[config.mk]
export PLATFORM = sky130hd
export DESIGN_NAME = mux_sel_rr_arbiter
export DESIGN_NICKNAME = d
export VERILOG_FILES = /design/src/rtl/mux_blk_pkg.sv /design/src/rtl/mux_sel_rr_arbiter_rr_pick.sv /design/src/rtl/mux_sel_rr_arbiter.sv
export SDC_FILE = /design/constraint.sdc
export NUM_CORES = 1
export LEC_CHECK = 0
export CELL_PAD_IN_SITES_DETAIL_PLACEMENT = 0
export CELL_PAD_IN_SITES_GLOBAL_PLACEMENT = 1
export CORE_MARGIN = 5
export CORE_UTILIZATION = 44
export CTS_BUF_LIST = sky130_fd_sc_hd__clkbuf_8 sky130_fd_sc_hd__clkbuf_16
export DETAILED_ROUTE_END_ITERATION = 16
export GPL_TIMING_DRIVEN = 1
export PLACE_DENSITY = 0.81
export SETUP_SLACK_MARGIN = 0.2
export SYNTH_ARGS = -nofsm -noshare
export SYNTH_HDL_FRONTEND = slang
export SYNTH_HIERARCHICAL = 1
export SYNTH_SLANG_ARGS = --single-unit
[constraint.sdc]
create_clock -name clk -period 12.91 [get_ports clk]
set_clock_uncertainty 0.05 [all_clocks]
set_input_delay 3.873 -clock clk [delete_from_list [all_inputs] [get_ports clk]]
set_output_delay 3.873 -clock clk [all_outputs]
set_load 0.02 [all_outputs]
[src/rtl/mux_blk_pkg.sv]
// mux_blk_pkg: shared sizing and types for the 10-way block mux, its select arbiter and the capture stage
//   NUM_BLK    - number of mux inputs (block_a .. block_j)
//   BLK_SEL_W  - width of the mux select
//   BLK_W      - data width of each block
//   blk_sel_t  - mux select type
//   arb_state_t- select arbiter FSM states
package mux_blk_pkg;
    localparam int NUM_BLK   = 10;
    localparam int BLK_SEL_W = 4;
    localparam int BLK_W     = 8;
    typedef logic [BLK_SEL_W-1:0] blk_sel_t;
    typedef enum logic {
        ARB_IDLE,
        ARB_GRANT
    } arb_state_t;
endpackage

[src/rtl/mux_sel_rr_arbiter_rr_pick.sv]
// rr_pick: combinational rotate-priority encoder, first set req bit scanning from ptr upward with wrap
//   req   - request vector, bit 0 = block_a
//   ptr   - highest-priority channel, 0..NUM_CH-1
//   idx   - chosen channel (0 when nothing found)
//   found - at least one request set
module rr_pick
    import mux_blk_pkg::*;
#(
    parameter int NUM_CH = NUM_BLK,
    parameter int SEL_W  = BLK_SEL_W
) (
    input  logic [NUM_CH-1:0] req,
    input  logic [SEL_W-1:0]  ptr,
    output logic [SEL_W-1:0]  idx,
    output logic              found
);
    logic [SEL_W-1:0] scan;
    always_comb begin
        idx   = '0;
        found = 1'b0;
        scan  = ptr;
        for (int i = 0; i < NUM_CH; i++) begin
            if (!found && req[scan]) begin
                idx   = scan;
                found = 1'b1;
            end
            // explicit wrap at NUM_CH-1 so the scan never leaves 0..NUM_CH-1
            scan = (scan == SEL_W'(NUM_CH - 1)) ? '0 : scan + SEL_W'(1);
        end
    end
endmodule

[src/rtl/mux_sel_rr_arbiter.sv]
// mux_sel_rr_arbiter: round-robin arbiter producing the registered select for the 10-way block mux
//   clk, rst     - clock, synchronous active-high reset
//   req          - one request per block, bit 0 = block_a
//   grant_ready  - consumer accepts the current selection
//   grant_valid  - sel holds a valid grant
//   sel          - selected channel, always 0..NUM_CH-1
//   grant_onehot - one-hot of sel while grant_valid, else 0
module mux_sel_rr_arbiter
    import mux_blk_pkg::*;
#(
    parameter int NUM_CH = NUM_BLK,
    parameter int SEL_W  = BLK_SEL_W
) (
    input  logic              clk,
    input  logic              rst,
    input  logic [NUM_CH-1:0] req,
    input  logic              grant_ready,
    output logic              grant_valid,
    output logic [SEL_W-1:0]  sel,
    output logic [NUM_CH-1:0] grant_onehot
);
    arb_state_t        state, state_next;
    logic [SEL_W-1:0]  ptr, ptr_next, sel_next, pick_idx;
    logic [NUM_CH-1:0] onehot_next;
    logic              pick_found, hs;

    assign grant_valid = (state == ARB_GRANT);
    assign hs          = grant_valid && grant_ready;
    // on handshake the served channel drops to lowest priority
    assign ptr_next    = hs ? ((sel == SEL_W'(NUM_CH - 1)) ? '0 : sel + SEL_W'(1)) : ptr;

    rr_pick #(
        .NUM_CH (NUM_CH),
        .SEL_W  (SEL_W)
    ) u_pick (
        .req   (req),
        .ptr   (ptr_next),
        .idx   (pick_idx),
        .found (pick_found)
    );

    always_comb begin
        state_next = state;
        sel_next   = sel;
        if (state == ARB_IDLE || hs) begin
            state_next = pick_found ? ARB_GRANT : ARB_IDLE;
            sel_next   = pick_found ? pick_idx : sel;
        end
        onehot_next = (state_next == ARB_GRANT) ? NUM_CH'(1) << sel_next : '0;
    end

    always_ff @(posedge clk) begin
        if (rst) begin
            state        <= ARB_IDLE;
            ptr          <= '0;
            sel          <= '0;
            grant_onehot <= '0;
        end else begin
            state        <= state_next;
            ptr          <= ptr_next;
            sel          <= sel_next;
            grant_onehot <= onehot_next;
        end
    end
endmodule

==> results by group, run 1 <==
Status
  – Outcome: complete, no violations

CTS
  – Clk root buf: clkbuf_8
  – Cts repair resizes: 0
  – Max Buffers Root-to-Sink: 2
  – Worst-skew pair later-pin latency: 0.25 ns
  – Post-CTS setup buffers: 0
  – CTS tree: yes
  – CTS clk-pin slew, worst paths: 0.07 ns
  – Sink Count: 19
  – Num CTS Buffers: 3
  – CTS Hold Bufs: 0
  – H-tree level count: 1

Drt
  – 1st-pass router iterations: 5
  – Vias: ~3700
  – Drt total wl: 10.6 mm
  – Post-route DRC: 0
  – Detail Route Antenna Nets: 0
  – DRT iter0 DRCs: 245
  – Drt wl/cell: 18.2 µm
  – DR vias/cell: 6.34

Place
  – DP HPWL: 8.10 mm
  – PortBufs: 27
  – GPL Wtd Cong: approximately 0.95

Synth
  – Post-synth top area cell: dfxtp_1
  – Largest cells by area after synthesis: dfxtp_1, mux2i_1, nor2_1
  – Asr flop ratio synth: 0%
  – Area fraction of the dominant cell type after synthesis: ~11%
  – Seq/Total Area, Yosys: between 10 and 15%
  – Post-synth EDFFs: 0
  – Cell variety after synth: 90
  – Synth Warn #: 6
  – FF+latch count, synth: 19
  – Mean area per synthesized cell: 7.25 µm²
  – Post-synth top flop: dfxtp_1
  – Cells after Synth: ~470
  – Synthesized cell area: between 3000 and 4000 µm²
  – Mapped Nets: 492

Timing
  – Top achievable clock speed: between 0.08 and 0.09 GHz
  – Slew @ Worst Pin: between 0.8 and 0.9 ns
  – Fin. Hold Viols: 0
  – RSZ-0062 raised after global routing: no
  – # setup viols final: 0
  – Max_slew headroom: around two fifths
  – Final Cycle Share: approximately 89%
  – Pins Over Slew Limit: 0
  – Post-Route Setup TNS: 0 ns
  – Crit path time final: 11.54 ns

GRT
  – Initial antenna violation count: 0
  – Largest net degree at the start of global routing: 46
  – Vias in the first global route: between 3000 and 4000
  – First-pass GRT wire length: 17.3 mm
  – Gr usage total: a little over a fifth
  – Grt total ovfl: 0

Setup path
  – Critical path class: input pin to register
  – Slowest-stage cell, CP: clkdlybuf4s50_1
  – Crit start category: input pin
  – CP dominant cell by count: nor2_1
  – CP max stage delay: around 0.58 ns
  – Arrival @ worst endpoint: 11.62 ns
  – Critical Path RT: 12.98 ns
  – Crit. End Element: register
  – Worst Path Max Fanout: 21

Worst hold path
  – Hold Path Class: register to register

Cells and area
  – # fillers: approximately 780
  – Area Growth Syn to Fin: 10.5%
  – ANT cells: 0
  – Nets: 504
  – Share of layout cells above drive strength 1: 10.9%
  – Commonest non-fill, non-tap cell in the layout: nor2_1
  – Commonest non-fill, non-tap cells in the layout: nor2_1, nand2_1, a21oi_1, o21ai_0, clkdlybuf4s50_1

Floorplanning
  – Die width: 97.7 µm
  – Initial Util: between 40 and 50%
  – Die area: approximately 9500 µm²
  – IO Count: 28
  – Chip Height: 97.7 µm
  – Core Region: 7610 µm²
  – Cell Rows: 32

Run
  – Number of max-cap violations: 0
cell families after synthesis:
| family | share of synthesized area (%) |
|---|---|
| AND/OR/NAND/NOR | 33.1 |
| XOR/XNOR | 3.36 |
| flip-flops | 11.2 |
| AO/OA/AOI/OAI | 30.5 |
| buffers and inverters | 7.06 |
| adder cells (fa/ha/maj) | 4.43 |
| multiplexers | 10.3 |
metrics by stage:
step	cell area, µm²	setup slack [ns]	utilization [%]	hold slack (ns)	cells
2_1_floorplan	3390	2.47	-	0.423	467
3_3_place_gp	3690	1.42	48.6	0.481	576
3_5_place_dp	3690	1.20	48.6	0.462	576
4_1_cts	3740	1.44	49.2	0.478	580
5_1_grt	3740	0.664	49.2	0.517	580
6_report	3740	1.37	49.2	0.465	580
sequential cells by signal, indices dropped and copies added (netlist names):
signal,count
grant_valid,1
sel,4
ptr,4
grant_onehot,10
final cells by class:
| class | instances | area [µm²] | area share (%) |
|---|---|---|---|
| clock buffer | 3 | 41.3 | 1.10 |
| clock inverter | 1 | 5.00 | 0.134 |
| inverter | 27 | 101 | 2.71 |
| multi-input combinational | 397 | 2780 | 74.4 |
| sequential | 19 | 380 | 10.2 |
| tap | 102 | 128 | 3.41 |
| timing repair buffer | 31 | 300 | 8.03 |
worst paths after layout:
path / from / endpoint / slack (ns) / cells after the start
max: grant_ready / grant_onehot[9] / 1.37 / 32
min: ptr[3] / ptr[3] / 0.46 / 2
max reg2reg: sel[0] / grant_onehot[9] / 5.01 / 31
min reg2reg: ptr[3] / ptr[3] / 0.46 / 2
layer usage:
| metal | vias to the layer above | share of wire, % | wire length (µm) | global-route usage (%) |
|---|---|---|---|---|
| met3 | 16 | 5.8 | 613 | 2.23 |
| met1 | 1718 | 47 | 4970 | 30.4 |
| li1 | 1797 | - | - | - |
| met4 | 0 | 1.4 | 146 | 4.90 |
| met2 | 148 | 46 | 4830 | 34.6 |
| met5 | - | 0 | 0 | 0 |
synth_stat cells (7+ instances only):
library cell,count
nand2b_1,7
o221ai_1,9
inv_1,24
clkbuf_1,8
mux2i_1,17
a21oi_1,28
o211ai_1,7
buf_2,8
nor4_1,10
dfxtp_1,19
and2_1,7
o21ai_0,30
nand3_1,17
ha_1,12
nor3_1,23
nand2_1,42
nand4_1,7
nor2_1,44
critical path, delay by kind of cell:
family	cells	cell delay [ns]
multiplexers	2	0.67
AND/OR/NAND/NOR	17	3.94
AO/OA/AOI/OAI	6	1.26
buffers and inverters	4	1.01
adder cells (fa/ha/maj)	3	0.82
Power of run 1 is left out: the tool's default activity adds up to more than one toggle a clock period on the data nets, which glitch-free logic cannot reach.
==> inputs of run 2 (changes only) <==
HOLD_SLACK_MARGIN = 0.08   (was default)
REMOVE_ABC_BUFFERS = 1   (was default)
==> run 2 against run 1 <==
Via count is 2.1% higher. Final cell count stayed put. Utilization stayed put. Global-route usage is 0.33 points higher. Worst setup slack worse by 0.060 ns. First-iteration DRC count is 42% higher. Fmax is 0.51% lower. Register-to-register slack worse by 0.07 ns. Die area stayed put. Sequential share of layout area stayed put. Final area stayed put. Hold slack better by 0.016 ns.
==> results by group, run 2 (synthesis gave the netlist of run 1 again) <==
Place
  – Pre-CTS setup slack: 1.20 ns (+0.00317 ns)
  – PortBufs: 27 (unchanged)
  – DP HPWL: 8.41 mm (+3.8%)
  – GPL Wtd Cong: 0.944 (-0.63%)

Setup path
  – CP dominant cell by count: nor2_1
  – Worst Path Max Fanout: 21 (unchanged)
  – Reg2reg path depth: 31 (unchanged)
  – Reg-to-reg slack, setup: 4.94 ns (-0.07 ns)
  – Worst flop-to-flop path endpoint: grant_onehot[9]
  – Crit start category: input pin
  – Critical path class: input pin to register
  – CP max stage delay: 0.59 ns (about the same)
  – Slowest-stage cell, CP: clkdlybuf4s50_1
  – R2r startpoint: sel[0]
  – Crit. End Element: register
  – Critical Path RT: 12.98 ns (about the same)
  – Arrival @ worst endpoint: 11.68 ns (+0.06 ns)

Run
  – Number of max-cap violations: 0 (unchanged)

Timing
  – # setup viols final: 0 (unchanged)
  – Top achievable clock speed: 0.0862 GHz (-0.51%)
  – Worst Slack Setup Final: 1.31 ns (-0.0597 ns)
  – Max_slew headroom: 38.2% (-1.8 points)
  – RSZ-0062 raised after global routing: no
  – Pins Over Slew Limit: 0 (unchanged)
  – Final Cycle Share: 89.9% (+0.46 points)
  – Crit path time final: 11.60 ns (+0.0597 ns)
  – Fin. Hold Viols: 0 (unchanged)
  – Post-Route Setup TNS: 0 ns (unchanged)
  – WHS: 0.481 ns (+0.0159 ns)
  – Slew @ Worst Pin: 0.920 ns (+0.0269 ns)

CTS
  – CTS clk-pin slew, worst paths: 0.07 ns (about the same)
  – Cts repair resizes: 0 (unchanged)
  – H-tree level count: 1 (unchanged)
  – Sink Count: 19 (unchanged)
  – Worst-skew pair later-pin latency: 0.26 ns (about the same)
  – Clk root buf: clkbuf_8
  – Post-CTS setup buffers: 0 (unchanged)
  – Num CTS Buffers: 3 (unchanged)
  – CTS Hold Bufs: 0 (unchanged)
  – CTS tree: yes
  – Max Buffers Root-to-Sink: 2 (unchanged)

Cells and area
  – ANT cells: 0 (unchanged)
  – Commonest non-fill, non-tap cell in the layout: nor2_1
  – Commonest non-fill, non-tap cells in the layout: nor2_1, nand2_1, a21oi_1, o21ai_0, clkdlybuf4s50_1
  – Area Growth Syn to Fin: 10.5% (unchanged)
  – Share of layout cells above drive strength 1: 10.9% (unchanged)
  – Biggest register: grant_onehot
  – Nets: 504 (unchanged)
  – Largest regs: grant_onehot x10, ptr x4, sel x4
  – Max reg flops: 10 (unchanged)

Floorplanning
  – Initial Util: 44.5% (unchanged)
  – Core Region: 7610 µm² (unchanged)
  – Cell Rows: 32 (unchanged)
  – Chip Height: 97.7 µm (unchanged)
  – IO Count: 28 (unchanged)
  – Die width: 97.7 µm (unchanged)
  – Die area: 9550 µm² (unchanged)

GRT
  – First-pass GRT wire length: 17.4 mm (+0.44%)
  – Gr usage total: 21.7% (+0.33 points)
  – Vias in the first global route: 3378 (+1.2%)
  – Initial antenna violation count: 0 (unchanged)
  – Grt total ovfl: 0 (unchanged)
  – Largest net degree at the start of global routing: 31 (-33%)

Drt
  – DR vias/cell: 6.48 (+2.1%)
  – DRT iter0 DRCs: 348 (+42%)
  – Detail Route Antenna Nets: 0 (unchanged)
  – Drt total wl: 10.9 mm (+3.6%)
  – Post-route DRC: 0 (unchanged)
  – 1st-pass router iterations: 5 (unchanged)
  – Drt wl/cell: 18.9 µm (+3.6%)
  – Vias: 3757 (+2.1%)

Status
  – Outcome: complete, no violations

Worst hold path
  – Worst hold start: ptr[3]
  – Hold EP: ptr[3]
  – Hold Crit Depth: 2 (unchanged)
  – Hold Path Class: register to register
run 2: final cells by class:
type | count | area, µm²
inverters | 27 | 101
fillers | 768 | 3870
clock buffers | 3 | 41.3
repair buffers | 31 | 300
clock inverters | 1 | 5.00
flip-flops and latches | 19 | 380
multi-input cells | 397 | 2780
well taps | 102 | 128
run 2: stage by stage:
| step | util (%) | instance area [µm²] | cells |
|---|---|---|---|
| 5_1_grt | 49.2 | 3740 | 580 |
| 3_3_place_gp | 48.6 | 3690 | 576 |
| 2_1_floorplan | - | 3250 | 443 |
| 4_1_cts | 49.2 | 3740 | 580 |
| 3_5_place_dp | 48.6 | 3690 | 576 |
| 6_report | 49.2 | 3740 | 580 |
run 2: metal layers:
| layer | part of all wire (%) | routed length, µm | vias up | GRT usage, % |
|---|---|---|---|---|
| met2 | 44 | 4800 | 195 | 34.1 |
| met5 | 0 | 0 | - | 0 |
| met1 | 46 | 5000 | 1737 | 31.2 |
| met3 | 8.3 | 908 | 29 | 2.94 |
| met4 | 2.2 | 242 | 0 | 5.22 |
| li1 | - | - | 1796 | - |
run 2: worst max path at each step:
stage	from	endpoint	cells after the start
after global routing	grant_ready	grant_onehot[8]	32
after global placement	grant_ready	grant_onehot[9]	32
after CTS	grant_ready	grant_onehot[8]	32
after detailed placement	grant_ready	grant_onehot[8]	32
after floorplan	grant_ready	grant_onehot[8]	29
final	grant_ready	grant_onehot[9]	32
run 2: critical path, delay by kind of cell:
| family | cells | cell delay (ns) |
|---|---|---|
| AO/OA/AOI/OAI | 6 | 1.25 |
| adder cells (fa/ha/maj) | 3 | 0.83 |
| buffers and inverters | 4 | 1.03 |
| AND/OR/NAND/NOR | 17 | 4.00 |
| multiplexers | 2 | 0.70 |
Power of run 2 is left out for the same reason.
